--- config.mk ---
export PLATFORM = sky130hd
export DESIGN_NAME = mv_job_sequencer
export DESIGN_NICKNAME = d
export VERILOG_FILES = /design/src/rtl/mv_pkg.sv /design/src/rtl/mv_addr_gen.sv /design/src/rtl/mv_job_sequencer.sv
export SDC_FILE = /design/constraint.sdc
export NUM_CORES = 1
export LEC_CHECK = 0
export ABC_AREA = 1
export CORE_MARGIN = 1
export CORE_UTILIZATION = 51
export DETAILED_ROUTE_END_ITERATION = 10
export PLACE_DENSITY = 0.78
export SLEW_MARGIN = 20
export SYNTH_ARGS = -nofsm -noshare
export SYNTH_HDL_FRONTEND = slang
export SYNTH_HIERARCHICAL = 1
export SYNTH_SLANG_ARGS = --single-unit
--- constraint.sdc ---
create_clock -name clk -period 3.3 [get_ports clk]
set_clock_uncertainty 0.05 [all_clocks]
set_input_delay 0.99 -clock clk [delete_from_list [all_inputs] [get_ports clk]]
set_output_delay 0.99 -clock clk [all_outputs]
set_load 0.01 [all_outputs]
--- src/rtl/mv_pkg.sv ---
// mv_pkg: shared definitions for the matrix-vector job sequencer.
//   - seq_state_e       : sequencer FSM states
//   - ARRAY_SIZE_DEF    : default PE row count (write-out drain length)
//   - K_ACCUM_DEPTH_DEF : default maximum accumulation depth per tile
//   - CYCLE_W           : width of the PE phase counter (cycle_num)
package mv_pkg;

  localparam int ARRAY_SIZE_DEF    = 32;
  localparam int K_ACCUM_DEPTH_DEF = 64;
  localparam int CYCLE_W           = 9;

  typedef enum logic [2:0] {
    ST_IDLE  = 3'd0,
    ST_ACCUM = 3'd1,
    ST_DRAIN = 3'd2,
    ST_GAP   = 3'd3,
    ST_DONE  = 3'd4
  } seq_state_e;

endpackage

--- src/rtl/mv_addr_gen.sv ---
// mv_addr_gen: weight/vector SRAM read-address counters.
// Latches the job bases and depth, loads w_base + tile*k / v_base at the
// start of every tile, and steps both addresses once per accumulation cycle.
// All arithmetic wraps modulo 2^ADDR_W.
// Ports:
//   clk, srst                 clock, asynchronous active-high reset
//   cfg_load                  job accepted: latch bases/depth, load tile 0
//   cfg_w_base, cfg_v_base    job base addresses
//   cfg_k                     job accumulation depth
//   tile_load, tile           start of a later tile (tile = new tile index)
//   step                      advance both addresses by one
//   clear                     job finished/aborted: park addresses at 0
//   sram_w_addr, sram_v_addr  registered read addresses
module mv_addr_gen
  import mv_pkg::*;
#(
  parameter int ADDR_W = 10
) (
  input  logic              clk,
  input  logic              srst,
  input  logic              cfg_load,
  input  logic [ADDR_W-1:0] cfg_w_base,
  input  logic [ADDR_W-1:0] cfg_v_base,
  input  logic [6:0]        cfg_k,
  input  logic              tile_load,
  input  logic [3:0]        tile,
  input  logic              step,
  input  logic              clear,
  output logic [ADDR_W-1:0] sram_w_addr,
  output logic [ADDR_W-1:0] sram_v_addr
);

  logic [ADDR_W-1:0] w_base_r;
  logic [ADDR_W-1:0] v_base_r;
  logic [ADDR_W-1:0] k_r;
  logic [ADDR_W-1:0] tile_off_s;

  // Offset of the current tile's weight block, truncated to the address width.
  assign tile_off_s = ADDR_W'(tile) * k_r;

  // Base latches and address counters; a new job takes precedence over stepping.
  always_ff @(posedge clk or posedge srst) begin
    if (srst) begin
      w_base_r    <= '0;
      v_base_r    <= '0;
      k_r         <= '0;
      sram_w_addr <= '0;
      sram_v_addr <= '0;
    end else if (cfg_load) begin
      w_base_r    <= cfg_w_base;
      v_base_r    <= cfg_v_base;
      k_r         <= ADDR_W'(cfg_k);
      sram_w_addr <= cfg_w_base;
      sram_v_addr <= cfg_v_base;
    end else if (tile_load) begin
      sram_w_addr <= w_base_r + tile_off_s;
      sram_v_addr <= v_base_r;
    end else if (step) begin
      sram_w_addr <= sram_w_addr + ADDR_W'(1);
      sram_v_addr <= sram_v_addr + ADDR_W'(1);
    end else if (clear) begin
      sram_w_addr <= '0;
      sram_v_addr <= '0;
    end else begin
      sram_w_addr <= sram_w_addr;
      sram_v_addr <= sram_v_addr;
    end
  end

endmodule

--- src/rtl/mv_job_sequencer.sv ---
// mv_job_sequencer: sequences a multi-tile matrix-vector job on a PE array.
// Per tile: k accumulation cycles (addresses stepping), ARRAY_SIZE drain
// cycles (addresses held), then a one-cycle gap before the next tile or a
// one-cycle DONE state after the last one. All outputs are registered.
// Optional feature: define MV_SEQ_PERF_CNT_EN to add perf_busy_cycles
// (saturating busy-cycle count) and perf_jobs (wrapping done count).
// Ports:
//   clk, srst                   clock, asynchronous active-high reset
//   start, abort                job request / cancel
//   cfg_k, cfg_tiles            depth (1..K_ACCUM_DEPTH), tiles (1..MAX_TILES)
//   cfg_w_base, cfg_v_base      SRAM base addresses
//   sram_w_addr, sram_v_addr    SRAM read addresses
//   alu_start, cycle_num        PE run enable and phase counter
//   o_base                      output SRAM base of current tile
//   busy, done, aborted, cfg_err  status (last three are one-cycle pulses)
module mv_job_sequencer
  import mv_pkg::*;
#(
  parameter int ARRAY_SIZE    = ARRAY_SIZE_DEF,
  parameter int K_ACCUM_DEPTH = K_ACCUM_DEPTH_DEF,
  parameter int ADDR_W        = 10,
  parameter int MAX_TILES     = 8
) (
  input  logic               clk,
  input  logic               srst,
  input  logic               start,
  input  logic               abort,
  input  logic [6:0]         cfg_k,
  input  logic [3:0]         cfg_tiles,
  input  logic [ADDR_W-1:0]  cfg_w_base,
  input  logic [ADDR_W-1:0]  cfg_v_base,
  output logic [ADDR_W-1:0]  sram_w_addr,
  output logic [ADDR_W-1:0]  sram_v_addr,
  output logic               alu_start,
  output logic [CYCLE_W-1:0] cycle_num,
  output logic [ADDR_W-1:0]  o_base,
  output logic               busy,
  output logic               done,
  output logic               aborted,
  output logic               cfg_err
`ifdef MV_SEQ_PERF_CNT_EN
  ,
  output logic [31:0]        perf_busy_cycles,
  output logic [15:0]        perf_jobs
`endif
);

  localparam logic [6:0] K_MAX = 7'(K_ACCUM_DEPTH);
  localparam logic [3:0] T_MAX = 4'(MAX_TILES);

  seq_state_e         state_r, state_nx;
  logic [6:0]         k_r;
  logic [3:0]         tiles_r, tile_r, tile_nx;
  logic [CYCLE_W-1:0] cycle_nx;
  logic               alu_nx, busy_nx, done_nx, aborted_nx, cfg_err_nx;
  logic               cfg_ok_s, accum_end_s, drain_end_s, last_tile_s;
  logic               cfg_load_s, tile_load_s, step_s, clear_s;

  assign cfg_ok_s    = (cfg_k != 7'd0) && (cfg_k <= K_MAX) &&
                       (cfg_tiles != 4'd0) && (cfg_tiles <= T_MAX);
  assign accum_end_s = (cycle_num == CYCLE_W'(k_r));
  assign drain_end_s = (cycle_num == (CYCLE_W'(k_r) + CYCLE_W'(ARRAY_SIZE)));
  assign last_tile_s = (tile_r == (tiles_r - 4'd1));

  // FSM state register.
  always_ff @(posedge clk or posedge srst) begin
    if (srst) begin
      state_r <= ST_IDLE;
    end else begin
      state_r <= state_nx;
    end
  end

  // Next-state and next-output logic; abort is checked first in busy states
  // so it wins over every other transition, including the end of the job.
  always_comb begin
    state_nx    = state_r;
    tile_nx     = tile_r;
    cycle_nx    = cycle_num;
    alu_nx      = alu_start;
    busy_nx     = busy;
    done_nx     = 1'b0;
    aborted_nx  = 1'b0;
    cfg_err_nx  = 1'b0;
    cfg_load_s  = 1'b0;
    tile_load_s = 1'b0;
    step_s      = 1'b0;
    clear_s     = 1'b0;
    case (state_r)
      ST_IDLE: begin
        if (start && cfg_ok_s) begin
          state_nx   = ST_ACCUM;
          tile_nx    = 4'd0;
          cycle_nx   = CYCLE_W'(1);
          alu_nx     = 1'b1;
          busy_nx    = 1'b1;
          cfg_load_s = 1'b1;
        end else if (start) begin
          cfg_err_nx = 1'b1;
        end else begin
          state_nx = ST_IDLE;
        end
      end
      ST_ACCUM, ST_DRAIN, ST_GAP: begin
        if (abort) begin
          state_nx   = ST_IDLE;
          cycle_nx   = '0;
          alu_nx     = 1'b0;
          busy_nx    = 1'b0;
          aborted_nx = 1'b1;
          clear_s    = 1'b1;
        end else if (state_r == ST_GAP) begin
          state_nx    = ST_ACCUM;
          cycle_nx    = CYCLE_W'(1);
          alu_nx      = 1'b1;
          tile_load_s = 1'b1;
        end else if (state_r == ST_ACCUM) begin
          cycle_nx = cycle_num + CYCLE_W'(1);
          if (accum_end_s) begin
            state_nx = ST_DRAIN;
          end else begin
            step_s = 1'b1;
          end
        end else if (drain_end_s) begin
          cycle_nx = '0;
          alu_nx   = 1'b0;
          if (last_tile_s) begin
            state_nx = ST_DONE;
            busy_nx  = 1'b0;
            done_nx  = 1'b1;
          end else begin
            state_nx = ST_GAP;
            tile_nx  = tile_r + 4'd1;
          end
        end else begin
          cycle_nx = cycle_num + CYCLE_W'(1);
        end
      end
      ST_DONE: begin
        state_nx = ST_IDLE;
        clear_s  = 1'b1;
      end
      default: begin
        state_nx = ST_IDLE;
        cycle_nx = '0;
        alu_nx   = 1'b0;
        busy_nx  = 1'b0;
        clear_s  = 1'b1;
      end
    endcase
  end

  // Job configuration, tile index and registered outputs.
  always_ff @(posedge clk or posedge srst) begin
    if (srst) begin
      k_r       <= 7'd0;
      tiles_r   <= 4'd0;
      tile_r    <= 4'd0;
      cycle_num <= '0;
      alu_start <= 1'b0;
      busy      <= 1'b0;
      done      <= 1'b0;
      aborted   <= 1'b0;
      cfg_err   <= 1'b0;
      o_base    <= '0;
    end else begin
      if (cfg_load_s) begin
        k_r     <= cfg_k;
        tiles_r <= cfg_tiles;
      end else begin
        k_r     <= k_r;
        tiles_r <= tiles_r;
      end
      // o_base only moves when the tile index does.
      if (tile_nx != tile_r) begin
        o_base <= ADDR_W'(tile_nx) * ADDR_W'(ARRAY_SIZE);
      end else begin
        o_base <= o_base;
      end
      tile_r    <= tile_nx;
      cycle_num <= cycle_nx;
      alu_start <= alu_nx;
      busy      <= busy_nx;
      done      <= done_nx;
      aborted   <= aborted_nx;
      cfg_err   <= cfg_err_nx;
    end
  end

  mv_addr_gen #(
    .ADDR_W (ADDR_W)
  ) u_addr_gen (
    .clk         (clk),
    .srst        (srst),
    .cfg_load    (cfg_load_s),
    .cfg_w_base  (cfg_w_base),
    .cfg_v_base  (cfg_v_base),
    .cfg_k       (cfg_k),
    .tile_load   (tile_load_s),
    .tile        (tile_r),
    .step        (step_s),
    .clear       (clear_s),
    .sram_w_addr (sram_w_addr),
    .sram_v_addr (sram_v_addr)
  );

`ifdef MV_SEQ_PERF_CNT_EN
  // Performance counters: busy cycles saturate, completed jobs wrap.
  always_ff @(posedge clk or posedge srst) begin
    if (srst) begin
      perf_busy_cycles <= 32'd0;
      perf_jobs        <= 16'd0;
    end else begin
      if (busy && (perf_busy_cycles != 32'hFFFF_FFFF)) begin
        perf_busy_cycles <= perf_busy_cycles + 32'd1;
      end else begin
        perf_busy_cycles <= perf_busy_cycles;
      end
      if (done) begin
        perf_jobs <= perf_jobs + 16'd1;
      end else begin
        perf_jobs <= perf_jobs;
      end
    end
  end
`endif

endmodule

# Word level (Yosys, flattened, before mapping)
# Cells that the tools add are included.
[totals] elab_cells=120 inputBits=35 reg_bits=76 output_inout_bits=44
[classes] n_addsub=7 n_mux=63 n_eq_ne=18 multipliers=1 order_cmp=2 bitwise=1 reduce_logical=13
[op_table] cell="$mux 10" n=7
[op_table] cell="$mux 9" n=5
[op_table] cell="$mux 1" n=31
[op_table] cell="$pmux 9 s3" n=1
[op_table] cell="$mux 3" n=8
[op_table] cell="$mux 4" n=6
[op_table] cell="$add 10x1->10 const B" n=2
[op_table] cell="$ne 3x3->1 const B" n=5
[op_table] cell="$add 10x10->10" n=1
[op_table] cell="$mul 4x7->10" n=1
[op_table] cell="$ne 5x5->1 const B" n=2
[op_table] cell="$add 9x1->9 const B" n=1
[op_table] cell="$eq 9x7->1" n=1
[op_table] cell="$eq 9x8->1" n=1
[op_table] cell="$add 7x6->8 const B" n=1
[op_table] cell="$ne 4x4->1 const B" n=2
[op_table] cell="$pmux 4 s2" n=1
[op_table] cell="$reduce_bool 4->1" n=2
[op_table] cell="$le 7x7->1 const B" n=1
[op_table] cell="$reduce_bool 7->1" n=1
[op_table] cell="$eq 3x2->1 const B" n=2
[op_table] cell="$pmux 1 s3" n=2
[op_table] cell="$pmux 3 s2" n=1
[op_table] cell="$reduce_and 6->1" n=1
[op_table] cell="other kinds (16)" n=19

# Depth between registers and ports, before layout
# Gate-level depths: netlist of run 1.
[logic_depth] depth_word=9 ltp_mapped=19 ltp_nobuf=19

# Hierarchy
# The synthesis of run 1 kept the hierarchy.
[by_module_without_submodules] mod="mv_addr_gen" area_each_um2=3514.6 seq_area_each_um2=1176.1 instances=1 cells_each=481
[by_module_without_submodules] mod="mv_job_sequencer" area_each_um2=2381.0 seq_area_each_um2=900.9 instances=1 cells_each=340

# Least setup slack after synthesis of run 1
# Ideal clock, no wire load.
[synth_path] path_type="register to register" from="register tile_r[2]" to="register u_addr_gen.sram_w_addr[6]" t_arrival_ps=3221 stages_incl_launch_ff=17 required_time_ps=3126 n_path_buf=0 setup_time_ps=124 slack_ps=-95 path_cell_list="dfrtp_1 > nand2_1 > inv_1 > fa_1 > fa_1 > inv_1 > fa_1 > inv_1 > ha_1 > nand2_1 > or2_2 > nand3_1 > nand2_1 > nand3_1 > nand2_1 > nand2_1 > nand3_1"
[synth_between] elab_chain_cells=4
[synth_lines] element="start, declared" line_no="mv_job_sequencer.sv:53" text="logic [3:0] tiles_r, tile_r, tile_nx;"
[synth_lines] element="start signal, assigned" line_no="mv_job_sequencer.sv:180" text="tile_r <= tile_nx;"
[synth_lines] element="$mul 4x7->10" line_no="mv_addr_gen.sv:39" text="assign tile_off_s = ADDR_W'(tile) * k_r;"
[synth_lines] element="$add 10x10->10" line_no="mv_addr_gen.sv:56" text="sram_w_addr <= w_base_r + tile_off_s;"
[synth_lines] element="$mux 10" line_no="mv_addr_gen.sv:55" text="end else if (tile_load) begin"
[synth_lines] element="$mux 10" line_no="mv_addr_gen.sv:49" text="end else if (cfg_load) begin"
[synth_lines] element="end signal, assigned" line_no="mv_addr_gen.sv:53" text="sram_w_addr <= cfg_w_base;"
[synth_lines] element="end signal, assigned" line_no="mv_addr_gen.sv:56"
[synth_lines] element="end signal, assigned" line_no="mv_addr_gen.sv:59" text="sram_w_addr <= sram_w_addr + ADDR_W'(1);"
[synth_lines] element="end, declared" line_no="mv_addr_gen.sv:29" text="output logic [ADDR_W-1:0] sram_w_addr,"
# No other way between the ends.
# A chain may end at the register's enable or synchronous reset.

# Worst setup path after layout of run 1
[layout_path] from="register tile_r[2]" to="register u_addr_gen.sram_w_addr[7]"
# Same word-level chain as after synthesis.

==> results.json, run 1 <==
{
  "overflow": 0,
  "top_usage_layer": "met2",
  "syn-mean-instance-area_um2": 7.181,
  "dr.pass1.iters": 5,
  "antenna_cells": 0,
  "wirelength_mm": 14.56,
  "synth_edf_count": 0,
  "syn_inst": 821,
  "drv_cap": 0,
  "ctsHtreeMaxLevel": 3,
  "cp_top_family": "adder cells",
  "wire_per_inst_um": 13.69,
  "cp_max_fo": 6,
  "synth.area.mux_share": 0.001910,
  "synth_top_cell_area_share": 0.3523,
  "period_needed_ns": 3.306,
  "yosysSeqAreaShare": 0.3523,
  "synth_compound_area_frac": 0.08871,
  "critPathLaunchType": "register",
  "grt_setup_unrepaired": "true",
  "worstHoldPathType": "register to register",
  "clock-sinks": 83,
  "design.core.area_um2": 11030,
  "setup_viol": 1,
  "fin_cells": 1064,
  "grt_pass1_wl_mm": 24.11,
  "ir_drop_v": 0.0005049,
  "ys_top_cells_by_count": "237 x nand2_1, 148 x inv_1, 83 x dfrtp_1",
  "clkTransAtPathRegs_ns": 0.06,
  "start_util": 0.5345,
  "final_core_util": 0.6704,
  "yosysMostFrequentCell": "nand2_1",
  "fp-row-count": 38,
  "critical_path_class": "register to register",
  "grtUsageTotal": 0.2589,
  "root_buffer": "clkbuf_16",
  "synth_fa_ha_area_frac": 0.1044,
  "place_ws_ns": -0.04817,
  "layout-drive-gt1-share": 0.1450,
  "synth-seq-cells": 83,
  "synth_xor_area_frac": 0.007428,
  "final_area_um2": 7395,
  "nets": 994,
  "fin_total_pwr_mw": 5.506,
  "dpl.hpwl_mm": 10.72,
  "cellPowerDensity_nw_per_um2": 744.7,
  "synth_flop_cell": "dfrtp_1",
  "fp.dieW_um": 109.5,
  "slew_headroom": 0.4901,
  "ioPinCount": 79,
  "ys_types": 39,
  "met1_usage": 0.3464,
  "area_delta_synth_final_pct": 25.42,
  "met2_usage": 0.4236,
  "finalHoldViolCount": 0,
  "die_y_um": 109.5,
  "ys_warn_count": 6,
  "p_leak_nw": 3.792,
  "hold_depth": 2,
  "ys_async_sr_fraction": 1.000,
  "finalCritPeriodShare": 1.002,
  "gp_congestion": 0.9427,
  "fin_hold_ws_ns": 0.4175,
  "met3_usage": 0.03794,
  "port-buffer-count": 72,
  "place_inst": 1048,
  "clk_latency_ns": 0.34,
  "dr_total_vias": 5526,
  "synth_top_family_by_area": "simple AND/OR/NAND/NOR gates",
  "cts_tree": "done",
  "tns_ns": -0.006257,
  "placed_area_um2": 6975,
  "path_depth": 17,
  "cpPeakStageDelay_ns": 0.52,
  "synthSimpleGateAreaFrac": 0.3253,
  "drt_iter0_drc": 357,
  "reg2reg_depth": 17,
  "violations": "setup timing",
  "worstMarginPinSlew_ns": 0.7640,
  "grt_pass1_vias": 5284,
  "slew_viol_final": 0,
  "ys_top_cells_by_area": "dfrtp_1 35%, nand2_1 15%, inv_1 9.4%",
  "cts_buffers": 9,
  "drtAntennaViolNets": 0,
  "fin_ws_ns": -0.006257,
  "syn-cell-area_um2": 5896,
  "grt_max_degree": 48,
  "endpoint_kind": "register",
  "cpMaxStageDelayCell": "fa_1",
  "required_ns": 3.48,
  "cts.path.max_buffers": 2,
  "fmax_mhz": 302.5,
  "die_area_um2": 11990,
  "vias_per_cell": 5.194,
  "status": "complete, but fails checks",
  "crit_arrival_ns": 3.48,
  "drc": 0,
  "synth_top_cell_by_area": "dfrtp_1",
  "cp_cell_sequence": "nand2_2 -> inv_1 -> fa_2 -> fa_1 -> inv_1 -> fa_1 -> inv_2 -> ha_4 -> nand3b_1 -> nand2_2 -> nand2_2 -> nand3_1 -> nand2_1 -> nand3_2 -> nand2_1 -> nand2_1 -> nand3_1",
  "antenna_found_initial": 0,
  "critPathBufInv": 3
}
-- placed cells by master, fill, tap and decap left out, types with 4 or more instances in the layout --
cell type	synthesis	routed
clkdlybuf4s50_1	0	72
o21ai_0	53	50
nand2_2	12	24
nor3_1	12	12
a21oi_1	26	22
clkbuf_1	5	4
inv_2	9	14
dfrtp_2	0	4
ha_4	0	5
nand2_4	3	4
nand4_1	12	12
o22ai_1	5	5
inv_1	148	143
nor2_4	7	9
nand3_1	60	55
nand3_2	7	12
nor2_2	6	7
ha_1	22	17
dfrtp_1	83	79
clkbuf_16	0	9
buf_4	10	28
nand2_1	237	224
conb_1	1	6
fa_1	17	15
nor2_1	54	51
-- per-layer routing --
layer | up-vias | share of wire | wire length, µm
met5 | - | 0 | 0
met4 | 0 | 0.021 | 305
met3 | 25 | 0.046 | 667
met2 | 143 | 0.48 | 7004
met1 | 2591 | 0.45 | 6585
li1 | 2767 | - | -
-- repair_timing --
item | 4_1_cts | 5_1_grt
gates resized for setup | 8 | 34
hold buffers | 0 | 0
buffers inserted | 1 | 0
endpoints found under the setup margin | 6 | 6
pin swaps | 8 | 28
-- sequential cells by signal, indices dropped and copies added (netlist names), 3 cells and up --
signal	count
u_addr_gen/sram_v_addr	10
u_addr_gen/sram_w_addr	10
u_addr_gen/v_base_r	10
u_addr_gen/w_base_r	10
cycle_num	9
k_r	7
u_addr_gen/k_r	7
o_base	4
tile_r	4
tiles_r	4
state_r	3
-- path summary, 6_finish.rpt --
kind                                        start                         to  slack [ns]
setup / recovery                        tile_r[2]  u_addr_gen/sram_w_addr[7]      -0.006
hold / removal             u_addr_gen/v_base_r[1]     u_addr_gen/v_base_r[1]        0.42
setup reg to reg                        tile_r[2]  u_addr_gen/sram_w_addr[7]      -0.006
max in group asynchronous                    srst                 tiles_r[0]        1.46
min in group asynchronous                    srst                     k_r[4]        1.08
hold reg to reg            u_addr_gen/v_base_r[1]     u_addr_gen/v_base_r[1]        0.42
-- power breakdown --
| group | internal (mW) | switching, mW | leakage (nW) |
|---|---|---|---|
| clock | 0.585 | 0.406 | 0.134 |
| combinational | 1.17 | 1.60 | 2.59 |
| sequential | 1.40 | 0.342 | 1.06 |
| total | 3.16 | 2.35 | 3.79 |
-- worst reg2reg max path, delay by kind of cell, from the launching register on --
family                     cells  cell delay [ns]
and+or+nand+nor               10             0.78
DFF                            1             0.45
buffers and inverters          3             0.16
adders and majority gates      4             1.75
-- logic make-up (layout without fill, tap and decap cells) --
kind of cell	count (synthesis)	after routing
compound gates	96	96
xor+xnor	5	5
fa+ha+maj	39	39
buf+inv	176	274
flops	83	83
mux	1	1
other cells	1	6
simple gates	420	420
-- cell type report --
| cell class | instances | area [µm²] |
|---|---|---|
| inverter | 157 | 589.3 |
| clock buffer | 13 | 240.2 |
| timing repair buffer | 102 | 962.2 |
| multi-input combinational | 567 | 3307 |
| sequential | 83 | 2082 |
| clock inverter | 2 | 38.79 |
| tap | 140 | 175.2 |
| fill | 962 | 3636 |
(Power assumes the default switching activity.)
==> inputs of run 2 (changes only) <==
--- a/config.mk
+++ b/config.mk
@@ -9,7 +9,7 @@
 export CORE_MARGIN = 1
 export CORE_UTILIZATION = 51
 export DETAILED_ROUTE_END_ITERATION = 10
-export PLACE_DENSITY = 0.78
+export PLACE_DENSITY = 0.86
 export SLEW_MARGIN = 20
 export SYNTH_ARGS = -nofsm -noshare
 export SYNTH_HDL_FRONTEND = slang
==> run 2 against run 1 <==
Against the previous run:
- the flow still finishes with violations (setup timing)
- worst hold slack about the same
- combinational power grew 4%
- final cell count rose by 0.19%
- sequential power hardly changed
- critical path type unchanged
- register-to-register slack about the same
- setup slack got worse by 0.0094 ns
==> results.json, run 2 (synthesis results as in run 1) <==
{
  "status": "complete, but fails checks",
  "violations": "setup timing",
  "endpoint_kind": "register",
  "layout-drive-gt1-share": 0.1533,
  "cts_tree": "done",
  "drtAntennaViolNets": 0,
  "met2_usage": 0.4663,
  "grt_max_degree": 48,
  "p_leak_nw": 3.810,
  "clock-sinks": 83,
  "cp_top_family": "adder cells",
  "fp-row-count": 38,
  "critical_path_class": "register to register",
  "root_buffer": "clkbuf_16",
  "fin_cells": 1066,
  "area_delta_synth_final_pct": 26.10,
  "place_ws_ns": -0.07256,
  "fmax_mhz": 301.6,
  "die_area_um2": 11990,
  "ctsHtreeMaxLevel": 3,
  "grt_pass1_wl_mm": 24.85,
  "dr_total_vias": 5675,
  "grt_pass1_vias": 5442,
  "met1_usage": 0.3243,
  "finalHoldViolCount": 0,
  "drc": 0,
  "finalCritPeriodShare": 1.005,
  "nets": 996,
  "wirelength_mm": 15.38,
  "clkTransAtPathRegs_ns": 0.07,
  "cellPowerDensity_nw_per_um2": 759.0,
  "design.core.area_um2": 11030,
  "fin_ws_ns": -0.01567,
  "period_needed_ns": 3.316,
  "required_ns": 3.48,
  "fp.dieW_um": 109.5,
  "overflow": 0,
  "cts.path.max_buffers": 2,
  "cp_cell_sequence": "nand2_2 -> inv_2 -> fa_2 -> fa_1 -> inv_2 -> fa_1 -> inv_2 -> ha_4 -> nand2_4 -> or2_4 -> nand3_2 -> nand2_1 -> nand3_1 -> nand2_1 -> nand2_1 -> nand3_1",
  "port-buffer-count": 72,
  "cts_buffers": 9,
  "critPathLaunchType": "register",
  "fill_cells": 868,
  "met3_usage": 0.04979,
  "drt_iter0_drc": 556,
  "start_util": 0.5345,
  "vias_per_cell": 5.324,
  "cpPeakStageDelay_ns": 0.52,
  "fin_total_pwr_mw": 5.643,
  "cp_max_fo": 6,
  "slew_viol_final": 0,
  "grtUsageTotal": 0.2677,
  "dpl.hpwl_mm": 10.93,
  "place_inst": 1046,
  "final_core_util": 0.6740,
  "die_y_um": 109.5,
  "gp_congestion": 0.9609,
  "clk_latency_ns": 0.35,
  "cpMaxStageDelayCell": "fa_1",
  "antenna_cells": 0,
  "final_common_cell": "nand2_1",
  "fin_hold_ws_ns": 0.4177,
  "drv_cap": 0,
  "crit_arrival_ns": 3.50,
  "layout_common_cells": "226 x nand2_1, 137 x inv_1, 80 x dfrtp_1",
  "top_usage_layer": "met2",
  "critPathBufInv": 3,
  "slew_headroom": 0.5869,
  "cts_hold_buf": 0,
  "dr.pass1.iters": 5,
  "ir_drop_v": 0.0004375,
  "antenna_found_initial": 0,
  "worstMarginPinSlew_ns": 0.6197,
  "ioPinCount": 79,
  "setup_viol": 3,
  "grt_setup_unrepaired": "true",
  "worstHoldPathType": "register to register",
  "wire_per_inst_um": 14.43
}
[run 2: changes by cell type in the layout (fill, tap and decap cells not counted), moves of 3 or more]
cell and change:
clkbuf_1 -3, inv_1 -6, inv_2 +6, nand2_2 -4
[run 2: cell type report]
| cell class | count | area, µm² | share of cell area |
|---|---|---|---|
| Inverter | 157 | 589.3 | 0.07927 |
| Tap cell | 140 | 175.2 | 0.02356 |
| Multi-Input combinational cell | 567 | 3307 | 0.4448 |
| Sequential cell | 83 | 2081 | 0.2799 |
| Clock inverter | 5 | 55.05 | 0.007405 |
| Clock buffer | 10 | 229.0 | 0.03080 |
| Timing Repair Buffer | 104 | 998.5 | 0.1343 |
[run 2: stage by stage]
| step | area [µm²] | TNS, ns |
|---|---|---|
| final | 7435 | -0.03632 |
| after global routing | 7435 | -0.7511 |
| after CTS | 7321 | 0 |
| after detailed placement | 6985 | -0.3084 |
| after global placement | 6985 | 0 |
| after floorplan | 5956 | 0 |
[run 2: worst min-delay path, stage by stage, from the launching register on]
cell	delay [ns]
dfrtp_1	0.32
nand2_1	0.06
nand2_1	0.06
[run 2: final timing paths]
path,from,to,slack [ns],depth (start not counted)
setup reg to reg,tile_r[1],u_addr_gen/sram_w_addr[6],-0.02,16
hold reg to reg,u_addr_gen/v_base_r[1],u_addr_gen/v_base_r[1],0.42,2
max in group asynchronous,srst,u_addr_gen/sram_v_addr[4],1.66,3
hold / removal,u_addr_gen/v_base_r[1],u_addr_gen/v_base_r[1],0.42,2
min in group asynchronous,srst,done,1.08,3
setup / recovery,tile_r[1],u_addr_gen/sram_w_addr[6],-0.02,16
[run 2: routing by layer]
| layer | wire length, µm | vias to the layer above | share of wire |
|---|---|---|---|
| met4 | 440 | 0 | 0.029 |
| met5 | 0 | - | 0 |
| li1 | - | 2772 | - |
| met2 | 7718 | 230 | 0.50 |
| met3 | 907 | 41 | 0.059 |
| met1 | 6312 | 2632 | 0.41 |
[run 2: timing repair]
item                       in CTS  in global routing
resized for setup              12                 33
setup buffers                   2                  3
setup endpoints to repair       6                  6
pin swaps                       8                 29
[run 2: where the power goes]
group,internal [mW],switching (mW),leakage [nW]
Clock,0.580,0.424,0.134
Sequential,1.40,0.347,1.07
Combinational,1.22,1.67,2.61
==> inputs of run 3 (changes only) <==
--- a/config.mk
+++ b/config.mk
@@ -6,7 +6,7 @@
 export NUM_CORES = 1
 export LEC_CHECK = 0
 export ABC_AREA = 1
-export CORE_MARGIN = 1
+export CORE_MARGIN = 3
 export CORE_UTILIZATION = 51
 export DETAILED_ROUTE_END_ITERATION = 10
 export PLACE_DENSITY = 0.86
==> run 3 against run 2 <==
Against the previous run:
- the flow now finishes without violations
- sequential share of layout area fell by 0.20 points
- critical path depth decreased by 4
- routed wire length shrank 0.46%
- utilization up 0.26 points
- combinational power is 1% higher
- total power is 2.8% higher
- critical path type unchanged
- largest cell class unchanged
- largest power group unchanged
==> results.json, run 3 (synthesis results as in run 1) <==
{
  "status": "finished clean",
  "final_common_cell": "nand2_1",
  "dr_total_vias": 5619,
  "drtAntennaViolNets": 0,
  "tns_ns": 0,
  "layout_common_cells": "225 x nand2_1, 140 x inv_1, 78 x dfrtp_1",
  "die_y_um": 113.5,
  "finalHoldViolCount": 0,
  "antenna_cells": 0,
  "p_leak_nw": 3.826,
  "seqPwrFrac": 0.302,
  "power.switching_mw": 2.473,
  "p_comb_frac": 0.506,
  "nets": 995,
  "clkPwrFrac": 0.192,
  "r2r_slack_ns": 0.01,
  "cts_tree": "done",
  "fill_cells": 862,
  "r2r_start": "tile_r[1]",
  "clkTransAtPathRegs_ns": 0.07,
  "min_from": "u_addr_gen/v_base_r[1]",
  "root_buffer": "clkbuf_16",
  "worstHoldPathType": "register to register",
  "finalCritPeriodShare": 0.9971,
  "worstMarginPinSlew_ns": 0.5116,
  "fmax_mhz": 303.9,
  "critical_path_class": "register to register",
  "grt_pass1_vias": 5495,
  "vias_per_cell": 5.271,
  "wirelength_mm": 15.31,
  "final_area_um2": 7496,
  "gp_congestion": 0.8969,
  "drv_cap": 0,
  "required_ns": 3.46,
  "cts_buffers": 9,
  "fin_cells": 1066,
  "period_needed_ns": 3.290,
  "cp_max_fo": 7,
  "cts.path.max_buffers": 2,
  "place_inst": 1046,
  "start_util": 0.5322,
  "grtUsageTotal": 0.2365,
  "dpl.hpwl_mm": 10.80,
  "layout-drive-gt1-share": 0.1566,
  "reg2reg_depth": 12,
  "clk_latency_ns": 0.34,
  "port-buffer-count": 72,
  "fp.dieW_um": 113.5,
  "fp-row-count": 38,
  "hold_depth": 2,
  "drc": 0,
  "setup_viol": 0,
  "fin_total_pwr_mw": 5.802,
  "critPathLaunchType": "register",
  "grt_setup_unrepaired": "true",
  "die_area_um2": 12890,
  "dr.pass1.iters": 7,
  "design.core.area_um2": 11080,
  "crit_arrival_ns": 3.45,
  "antenna_found_initial": 0,
  "slew_headroom": 0.6584,
  "placed_area_um2": 6973,
  "ir_drop_v": 0.0003764,
  "grt_max_degree": 37,
  "overflow": 0,
  "cellPowerDensity_nw_per_um2": 774.0,
  "wire_per_inst_um": 14.36,
  "area_delta_synth_final_pct": 27.14,
  "drt_iter0_drc": 504,
  "slew_viol_final": 0,
  "switching_share": 0.4263,
  "endpoint_kind": "register",
  "cts_hold_buf": 0,
  "clock-sinks": 83,
  "crit_start": "tile_r[1]",
  "ctsHtreeMaxLevel": 3,
  "ioPinCount": 79,
  "grt_pass1_wl_mm": 24.97,
  "p_int_mw": 3.329
}
==> run 3: changes by cell type in the layout (fill, tap and decap cells not counted), moves of 2 or more <==
cell,delta
clkinv_2,-2
dfrtp_2,+2
inv_2,-3
buf_4,-2
dfrtp_1,-2
buf_6,+2
inv_1,+3
==> run 3: path summary, 6_finish.rpt <==
kind                                        endpoint
setup / recovery           u_addr_gen/sram_w_addr[3]
hold / removal                u_addr_gen/v_base_r[1]
setup reg to reg           u_addr_gen/sram_w_addr[3]
hold reg to reg               u_addr_gen/v_base_r[1]
max in group asynchronous     u_addr_gen/w_base_r[5]
min in group asynchronous          u_addr_gen/k_r[1]
==> run 3: final cells by class <==
class | instances | area (µm²) | share of cell area
multi-input combinational | 567 | 3334 | 0.4448
sequential | 83 | 2083 | 0.2779
timing repair buffer | 103 | 985.9 | 0.1315
inverter | 157 | 589.3 | 0.07862
clock buffer | 11 | 242.7 | 0.03238
tap | 140 | 175.2 | 0.02337
clock inverter | 5 | 85.08 | 0.01135
==> run 3: repair_timing <==
item | 4_1_cts | 5_1_grt
setup endpoints to repair | 4 | 6
pin swaps | 7 | 29
cloned | 0 | 0
setup buffers | 1 | 3
gates resized for setup | 6 | 45
==> run 3: power by group through the flow <==
stage	logic [mW]	registers, mW	clock network [mW]
after floorplan	1.64	1.75	0
after global placement	2.50	1.74	0
after detailed placement	2.58	1.74	0
after CTS	2.66	1.74	1.12
after global routing	3.25	1.80	1.17
final	2.93	1.76	1.11
==> run 3: metal layers <==
metal / vias up / GRT usage / share of wire / routed length [µm]
met5: - / 0 / 0 / 0
met2: 220 / 0.4032 / 0.50 / 7675
li1: 2762 / - / - / -
met3: 44 / 0.04085 / 0.061 / 938
met4: 0 / 0.08574 / 0.027 / 409
met1: 2593 / 0.3022 / 0.41 / 6284
==> run 3: through the flow <==
| stage | setup slack (ns) | utilization | hold WS [ns] |
|---|---|---|---|
| detailed placement | -0.06282 | 0.6294 | 0.4098 |
| finish | 0.009661 | 0.6766 | 0.4203 |
| floorplan | 0.02432 | - | 0.3865 |
| global placement | -0.009134 | 0.6294 | 0.3988 |
| global route | -0.1545 | 0.6766 | 0.4488 |
| CTS | 0.001265 | 0.6618 | 0.4250 |
==> run 3: critical path: stages, from the launching register on <==
cell,delay [ns]
dfrtp_2,0.44
nand2_2,0.08
fa_1,0.57
fa_2,0.44
fa_1,0.54
inv_2,0.05
ha_4,0.29
buf_6,0.12
buf_4,0.13
xor2_2,0.19
o21ai_0,0.10
nand2_1,0.09
nand3_1,0.09
